==> src/rtl/imm_decode_ctrl_if.sv <==
// Bus bundle between fetch, the shared immediate generator and execute.
// The slave side belongs to the decode controller; the master side is the surrounding environment.
interface imm_decode_ctrl_if;
  // Valid/ready: a transfer happens on a rising edge where valid && ready. The producer
  // holds valid and payload steady until that edge. Ready may depend combinationally on
  // the downstream ready.
  logic [31:0] instr_in;
  logic        instr_valid_in;
  logic        instr_ready_out;
  logic        flush_in;
  logic [24:0] gen_instr_out;
  logic [2:0]  gen_imm_type_out;
  logic [31:0] gen_imm_in;
  logic        dec_valid_out;
  logic        dec_ready_in;
  logic [31:0] dec_instr_out;
  logic [31:0] dec_imm_out;
  logic [2:0]  dec_imm_type_out;
  logic        dec_illegal_out;
  logic [31:0] issue_count_out;

  modport slave (
    input  instr_in, instr_valid_in, flush_in, gen_imm_in, dec_ready_in,
    output instr_ready_out, gen_instr_out, gen_imm_type_out, dec_valid_out,
           dec_instr_out, dec_imm_out, dec_imm_type_out, dec_illegal_out, issue_count_out
  );

  modport master (
    output instr_in, instr_valid_in, flush_in, gen_imm_in, dec_ready_in,
    input  instr_ready_out, gen_instr_out, gen_imm_type_out, dec_valid_out,
           dec_instr_out, dec_imm_out, dec_imm_type_out, dec_illegal_out, issue_count_out
  );
endinterface

==> src/rtl/imm_decode_ctrl.sv <==
// Two-stage RV32I decode controller: classifies the opcode into an immediate type in
// stage 1, captures the shared generator's immediate in stage 2, with backpressure and flush.
module imm_decode_ctrl (
  input logic              clk_in,
  input logic              rst_n_in,
  imm_decode_ctrl_if.slave bus
);
  localparam logic [2:0] TYPE_R = 3'b000;
  localparam logic [2:0] TYPE_I = 3'b001;
  localparam logic [2:0] TYPE_S = 3'b010;
  localparam logic [2:0] TYPE_B = 3'b011;
  localparam logic [2:0] TYPE_U = 3'b100;
  localparam logic [2:0] TYPE_J = 3'b101;

  logic [2:0]  w_type;
  logic        w_illegal;
  logic        w_s2_load;
  logic        w_instr_ready;
  logic        w_accept;
  logic        w_advance;
  logic        w_handshake;

  logic        r_v1;
  logic        r_v2;
  logic [31:0] r_s1_instr;
  logic [2:0]  r_s1_type;
  logic        r_s1_illegal;
  logic [31:0] r_s2_instr;
  logic [31:0] r_s2_imm;
  logic [2:0]  r_s2_type;
  logic        r_s2_illegal;
  logic [31:0] r_issue_count;

  // Every legal opcode ends in 2'b11, so a bad low pair lands in the default arm.
  always_comb begin
    w_type    = TYPE_I;
    w_illegal = 1'b0;
    case (bus.instr_in[6:0])
      7'b0110011:                                           w_type = TYPE_R;
      7'b0010011, 7'b0000011, 7'b1100111, 7'b1110011,
      7'b0001111:                                           w_type = TYPE_I;
      7'b0100011:                                           w_type = TYPE_S;
      7'b1100011:                                           w_type = TYPE_B;
      7'b0110111, 7'b0010111:                               w_type = TYPE_U;
      7'b1101111:                                           w_type = TYPE_J;
      default:                                              w_illegal = 1'b1;
    endcase
  end

  assign w_s2_load     = !r_v2 || bus.dec_ready_in;
  assign w_instr_ready = !r_v1 || w_s2_load;
  assign w_accept      = bus.instr_valid_in && w_instr_ready && !bus.flush_in;
  assign w_advance     = r_v1 && w_s2_load && !bus.flush_in;
  assign w_handshake   = r_v2 && bus.dec_ready_in && !bus.flush_in;

  always_ff @(posedge clk_in or negedge rst_n_in) begin
    if (!rst_n_in) begin
      r_v1 <= 1'b0;
      r_v2 <= 1'b0;
    end else if (bus.flush_in) begin
      r_v1 <= 1'b0;
      r_v2 <= 1'b0;
    end else begin
      if (w_accept)       r_v1 <= 1'b1;
      else if (w_advance) r_v1 <= 1'b0;
      if (w_s2_load)      r_v2 <= r_v1;
    end
  end

  always_ff @(posedge clk_in or negedge rst_n_in) begin
    if (!rst_n_in) begin
      r_s1_instr   <= '0;
      r_s1_type    <= TYPE_R;
      r_s1_illegal <= 1'b0;
      r_s2_instr   <= '0;
      r_s2_imm     <= '0;
      r_s2_type    <= TYPE_R;
      r_s2_illegal <= 1'b0;
    end else begin
      if (w_accept) begin
        r_s1_instr   <= bus.instr_in;
        r_s1_type    <= w_type;
        r_s1_illegal <= w_illegal;
      end
      // Stage 2 only loads on an advance, which keeps dec_* frozen while stalled.
      if (w_advance) begin
        r_s2_instr   <= r_s1_instr;
        r_s2_imm     <= bus.gen_imm_in;
        r_s2_type    <= r_s1_type;
        r_s2_illegal <= r_s1_illegal;
      end
    end
  end

  always_ff @(posedge clk_in or negedge rst_n_in) begin
    if (!rst_n_in)        r_issue_count <= '0;
    else if (w_handshake) r_issue_count <= r_issue_count + 32'd1;
  end

  assign bus.instr_ready_out  = w_instr_ready;
  assign bus.gen_instr_out    = r_s1_instr[31:7];
  assign bus.gen_imm_type_out = r_s1_type;
  assign bus.dec_valid_out    = r_v2;
  assign bus.dec_instr_out    = r_s2_instr;
  assign bus.dec_imm_out      = r_s2_imm;
  assign bus.dec_imm_type_out = r_s2_type;
  assign bus.dec_illegal_out  = r_s2_illegal;
  assign bus.issue_count_out  = r_issue_count;
endmodule
==> src/flat_wrapper.sv <==
// flat-port wrapper written by rule: the top's interface ports become plain ports
module imm_decode_ctrl_flat 
  (clk_in, rst_n_in, bus_instr_in, bus_instr_valid_in, bus_flush_in, bus_gen_imm_in, bus_dec_ready_in, bus_instr_ready_out, bus_gen_instr_out, bus_gen_imm_type_out, bus_dec_valid_out, bus_dec_instr_out, bus_dec_imm_out, bus_dec_imm_type_out, bus_dec_illegal_out, bus_issue_count_out);
  imm_decode_ctrl_if bus_i ();
  input logic clk_in;
  input logic rst_n_in;
  input wire logic [$bits(bus_i.instr_in)-1:0] bus_instr_in;
  input wire logic [$bits(bus_i.instr_valid_in)-1:0] bus_instr_valid_in;
  input wire logic [$bits(bus_i.flush_in)-1:0] bus_flush_in;
  input wire logic [$bits(bus_i.gen_imm_in)-1:0] bus_gen_imm_in;
  input wire logic [$bits(bus_i.dec_ready_in)-1:0] bus_dec_ready_in;
  output wire logic [$bits(bus_i.instr_ready_out)-1:0] bus_instr_ready_out;
  output wire logic [$bits(bus_i.gen_instr_out)-1:0] bus_gen_instr_out;
  output wire logic [$bits(bus_i.gen_imm_type_out)-1:0] bus_gen_imm_type_out;
  output wire logic [$bits(bus_i.dec_valid_out)-1:0] bus_dec_valid_out;
  output wire logic [$bits(bus_i.dec_instr_out)-1:0] bus_dec_instr_out;
  output wire logic [$bits(bus_i.dec_imm_out)-1:0] bus_dec_imm_out;
  output wire logic [$bits(bus_i.dec_imm_type_out)-1:0] bus_dec_imm_type_out;
  output wire logic [$bits(bus_i.dec_illegal_out)-1:0] bus_dec_illegal_out;
  output wire logic [$bits(bus_i.issue_count_out)-1:0] bus_issue_count_out;
  assign bus_i.instr_in = bus_instr_in;
  assign bus_i.instr_valid_in = bus_instr_valid_in;
  assign bus_i.flush_in = bus_flush_in;
  assign bus_i.gen_imm_in = bus_gen_imm_in;
  assign bus_i.dec_ready_in = bus_dec_ready_in;
  assign bus_instr_ready_out = bus_i.instr_ready_out;
  assign bus_gen_instr_out = bus_i.gen_instr_out;
  assign bus_gen_imm_type_out = bus_i.gen_imm_type_out;
  assign bus_dec_valid_out = bus_i.dec_valid_out;
  assign bus_dec_instr_out = bus_i.dec_instr_out;
  assign bus_dec_imm_out = bus_i.dec_imm_out;
  assign bus_dec_imm_type_out = bus_i.dec_imm_type_out;
  assign bus_dec_illegal_out = bus_i.dec_illegal_out;
  assign bus_issue_count_out = bus_i.issue_count_out;
  imm_decode_ctrl u_core (.clk_in(clk_in), .rst_n_in(rst_n_in), .bus(bus_i));
endmodule
==> config.mk <==
export PLATFORM = sky130hd
export DESIGN_NAME = imm_decode_ctrl_flat
export DESIGN_NICKNAME = d
export VERILOG_FILES = /design/src/rtl/imm_decode_ctrl_if.sv /design/src/rtl/imm_decode_ctrl.sv /design/src/flat_wrapper.sv
export SDC_FILE = /design/constraint.sdc
export NUM_CORES = 1
export LEC_CHECK = 0
export CAP_MARGIN = 40
export CORE_MARGIN = 5
export CORE_UTILIZATION = 23
export CTS_CLUSTER_DIAMETER = 30
export DETAILED_ROUTE_END_ITERATION = 16
export MAX_ROUTING_LAYER = met4
export SYNTH_ARGS = -nofsm -noshare
export SYNTH_HDL_FRONTEND = slang
export SYNTH_SLANG_ARGS = --single-unit
==> constraint.sdc <==
create_clock -name clk_in -period 1.9 [get_ports clk_in]
set_clock_uncertainty 0.05 [all_clocks]
set_input_delay 0.285 -clock clk_in [delete_from_list [all_inputs] [get_ports clk_in]]
set_output_delay 0.285 -clock clk_in [all_outputs]
set_load 0.02 [all_outputs]
# Word-level counts from Yosys, hierarchy flattened
# Index checks and enable logic that the tools add are counted.
# Widths: inputs -> output; s select.
[op_classes]
n_eq_ne = 11
reduce_logical = 15
muxes = 7
add_sub_neg = 1
[ops]
columns = ["op", "n"]
rows = [
  ["$add 32x1->32 const B", 1],
  ["$eq 7x7->1 const B", 4],
  ["$eq 7x6->1 const B", 3],
  ["$pmux 3 s5", 1],
  ["$eq 7x5->1 const B", 2],
  ["$reduce_or 11->1", 1],
  ["$eq 7x2->1 const B", 1],
  ["$eq 7x4->1 const B", 1],
  ["$logic_and 1x1->1", 6],
  ["$mux 1", 6],
  ["$logic_not 1->1", 3],
  ["$reduce_bool 3->1", 1],
  ["$logic_or 1x1->1", 2],
  ["$reduce_bool 2->1", 1],
  ["$reduce_or 2->1", 1],
]
[totals]
out_inout_bits = 130
regBits = 138
word_cells = 44
input_bits = 69

# Logic depth before layout (Yosys ltp)
# Gate-level depths: netlist of the first run.
[logic_depth]
ltp_word = 7
depth_mapped = 6
ltp_nobuf = 5

# Worst setup path after synthesis of the first run
# Ideal clock, no wire load.
[synth_path]
kind = "register to register"
startpoint = "register u_core.r_issue_count[8] (netlist: u_core.bus.issue_count_out[8])"
endpoint = "register u_core.r_issue_count[28] (netlist: u_core.bus.issue_count_out[28])"
period_less_slack_ns = 1.989
path_stages_with_launch = 7
setup_time_ns = 0.080
t_arrival_ns = 1.859
required_ns = 1.770
path_buffers = 2
slack_ns = -0.089
cell_sequence = "dfrtp_1 nand4_2 or4_4 buf_6 buf_8 nor4_2 xor2_1"
[synth_between]
elab_chain_len = 1
[synth_rtl]
columns = ["element", "line_no", "text"]
rows = [
  ["start, declared", "imm_decode_ctrl.sv:32", "logic [31:0] r_issue_count;"],
  ["start signal, assigned", "imm_decode_ctrl.sv:97", "else if (w_handshake) r_issue_count <= r_issue_count + 32'd1;"],
  ["$add 32x1->32", "imm_decode_ctrl.sv:97", ""],
]
# No other way between the ends.
# A chain may end at the register's enable or synchronous reset.

# Worst setup path after layout of the first run
[layout_path]
startpoint = "register u_core.r_issue_count[8] (netlist: u_core.bus.issue_count_out[8])"
endpoint = "register u_core.r_issue_count[30] (netlist: u_core.bus.issue_count_out[30])"
# Same word-level chain as after synthesis.

==> results of run 1 <==
-- worst reg2reg max path, stage by stage, from the launching register on --
cell	delay, ns
dfrtp_2	0.37
nand4_2	0.14
or4_4	0.67
nor4_1	0.38
xor2_1	0.19
-- final timing paths --
kind                                               startpoint                              to  slack [ns]  cells after the start
worst min register to register           u_core.r_s1_instr[2]            u_core.r_s1_instr[2]        0.42                      2
worst min-delay path                                 rst_n_in  u_core.bus.issue_count_out[21]        0.34                      2
min in group clk_in                        bus_instr_valid_in                     u_core.r_v1        0.40                      3
max in group asynchronous                            rst_n_in            u_core.r_s1_instr[6]        0.85                      3
worst max-delay path            u_core.bus.issue_count_out[8]  u_core.bus.issue_count_out[30]        0.02                      4
worst max register to register  u_core.bus.issue_count_out[8]  u_core.bus.issue_count_out[30]        0.02                      4
-- power by group through the flow --
stage / clock network (mW) / logic (mW) / registers [mW]
CTS: 3.46 / 2.53 / 3.76
global placement: 0 / 2.50 / 3.80
global route: 3.58 / 2.64 / 3.83
floorplan: 0 / 0.751 / 4.25
detailed placement: 0 / 2.52 / 3.81
finish: 3.33 / 2.47 / 3.76
-- logic make-up after synthesis --
logic type	share of synthesized area, %
adders and majority gates	0.219
muxes	19.7
xor gates and xnor gates	4.75
DFF	60.4
buffers and inverters	5.27
AOI/OAI and AO/OA	1.16
and+or+nand+nor	8.51
-- state kept, by name, summed over array words and instances (netlist names), 3 cells and up --
register / flops
u_core.bus.dec_imm_type_out: 3
u_core.bus.issue_count_out: 32
u_core.bus.gen_imm_type_out: 3
u_core.bus.dec_instr_out: 32
u_core.bus.dec_imm_out: 32
u_core.r_s1_instr: 32
-- layout make-up --
cell class,count,area [um2],area share [%]
Antenna cell,1,2.50,0.0281
Clock buffer,23,478,5.36
Clock inverter,9,115,1.29
Inverter,9,33.8,0.379
Multi-Input combinational cell,225,1990,22.3
Sequential cell,138,3460,38.8
Tap cell,324,405,4.55
Timing Repair Buffer,238,2420,27.2
-- timing repair --
action | 4_1_cts | 5_1_grt
hold endpoints to repair | 43 | 0
hold buffers | 1 | 0
endpoints found under the setup margin | 1 | 15
pin swaps | 0 | 0
gates resized for setup | 1 | 11
buffers inserted | 0 | 0
-- layer usage --
| metal | GRT usage (%) | wire length, um | vias to the layer above |
|---|---|---|---|
| met4 | 3.28 | 170 | 0 |
| met5 | - | 0 | - |
| li1 | - | - | 1852 |
| met3 | 5.16 | 1410 | 12 |
| met1 | 13.7 | 6590 | 1926 |
| met2 | 16.1 | 6500 | 152 |
-- metrics by stage --
stage,setup TNS (ns),cell area [um2]
floorplan,-0.00388,5730
global placement,-8.84,8270
detailed placement,-11.43,8270
CTS,0,8870
global route,-0.0429,8910
finish,0,8910
-- cell usage in the layout, fill, tap and decap left out, types with 6 or more instances in the layout --
cell / instances
clkdlybuf4s50_1: 188
nand2_1: 17
xnor2_1: 14
xor2_1: 17
buf_4: 30
mux2_2: 99
dfrtp_2: 8
nor3_1: 8
dfrtp_1: 130
inv_1: 9
nor2_1: 9
clkbuf_16: 17
dlymetal6s2s_1: 7
nand3_1: 8
buf_12: 10
nor4_1: 6
nor4_2: 6
==> metrics.txt, run 1 <==
Fmax between 500 and 600 MHz; RSZ-0062 raised after global routing true; CP max-delay cell or4_4; clk_lat worst skew 0.42 ns; DR iter-0 viols 141; Worst Path Buf+Inv 0; Area growth, synth to finish 55.9%; Post-synth ARST share between 90% and 100%; final period demand of the worst path about 1.9 ns; total chip power 9.57 mW; area leader, netlist dfrtp_1; Commonest cells post-synth dfrtp_1, mux2_2, buf_4; top_reg_cell synth dfrtp_1; outcome complete, no violations; hpwl dp between 10,000 and 15,000 um; starting density of the core about a quarter; Routed Antenna Nets 0; layout cells sized above 1 between 20% and 30%; syn nets just under 500; Worst Setup End Kind flop; register bit total from synthesis ~140; vias in the first global route 4,271; Worst slew margin between 60% and 70%; CTS root buf clkbuf_16; Final Net Count ~700; PnR worst setup slack 0.0164 ns; most frequent cell after synthesis dfrtp_1; CTS sink cnt ~140; Num CTS Buffers 17; Post-synth EDFFs 0; I/O pin count roughly 200; clk slew on worst S/H paths about 0.060 ns; fin. max-slew vios 0; RePlAce Congestion 0.771; Reg power frac between 30% and 40%; CTS H-tree lvls 4; Distinct cells, synth 35; Post-route DRC 0; switching share of power about 29%; Seq/Total Area, Yosys 60.4%; Die W between 150 and 200 um; total routed wirelength about 15,000 um; final core utilization 36.5%; DP Cell Count a little over 900; Setup Viol. Count Final 0; pre-CTS WS -0.220 ns; Clock Power Share between 30% and 40%; synthesized area 0.00572 mm2; PD cells approximately 1100 mW/mm2; Avg Inst Size Synth 13.9 um2; core box area 0.0244 mm2; DR WL/cell 15.2 um; period utilisation layout 99.1%; max-cap violation count 0; Pint approximately 6.8 mW; vias per cell ~4.1; Required @ worst endpoint around 2.2 ns; Logic pwr share 25.9%; crit path max fanout 15; Syn Inst Count approximately 410; Buffers on Ports between 150 and 200; Area contributors post-synth dfrtp_1, mux2_2, buf_4, xor2_1, xnor2_1; first-pass GRT wire length ~24,000 um; initial antenna violation count 0; Sw Pwr between 2 and 3 mW; GR Util All Layers between 10 and 15%; Worst-Margin Slew 0.489 ns; total gr overflow 0; final cell count without fillers a little under 1,000; share of the synthesized area in the top cell type slightly above 60%; Hold Worst Slack ~0.34 ns; Setup CP Type flop to flop; slowest stage delay, CP between 0.6 and 0.7 ns; area of the die between 0.02 and 0.03 mm2; Final Hold Viols 0; CP Launch Type flop; Die Y-Extent 168 um; drt pass-1 iters 4; peak supply drop 0.000538 V; Clock Path Buffers 2; LEAKAGE approximately 3.9 nW; synth warn 0; Vias 3,942; largest net degree at the start of global routing 47; fill cell count 2,429; Hold Path Class input port to asynchronous set/reset pin; CTS tree done; crit-path leading delay family simple AND/OR/NAND/NOR gates; critical path cell sequence nand4_2, or4_4, nor4_1, xor2_1; row count between 50 and 60; critical path arrival around 2.2 ns
Power figures use the tool's default switching activity.
==> run 2, diff against run 1 <==
--- a/config.mk
+++ b/config.mk
@@ -8,9 +8,9 @@
 export CAP_MARGIN = 40
 export CORE_MARGIN = 5
 export CORE_UTILIZATION = 23
-export CTS_CLUSTER_DIAMETER = 30
 export DETAILED_ROUTE_END_ITERATION = 16
 export MAX_ROUTING_LAYER = met4
+export SKIP_LAST_GASP = 1
 export SYNTH_ARGS = -nofsm -noshare
 export SYNTH_HDL_FRONTEND = slang
 export SYNTH_SLANG_ARGS = --single-unit
==> results of run 2 <==
Final layout, timing and power as in run 1 (identical DEF).
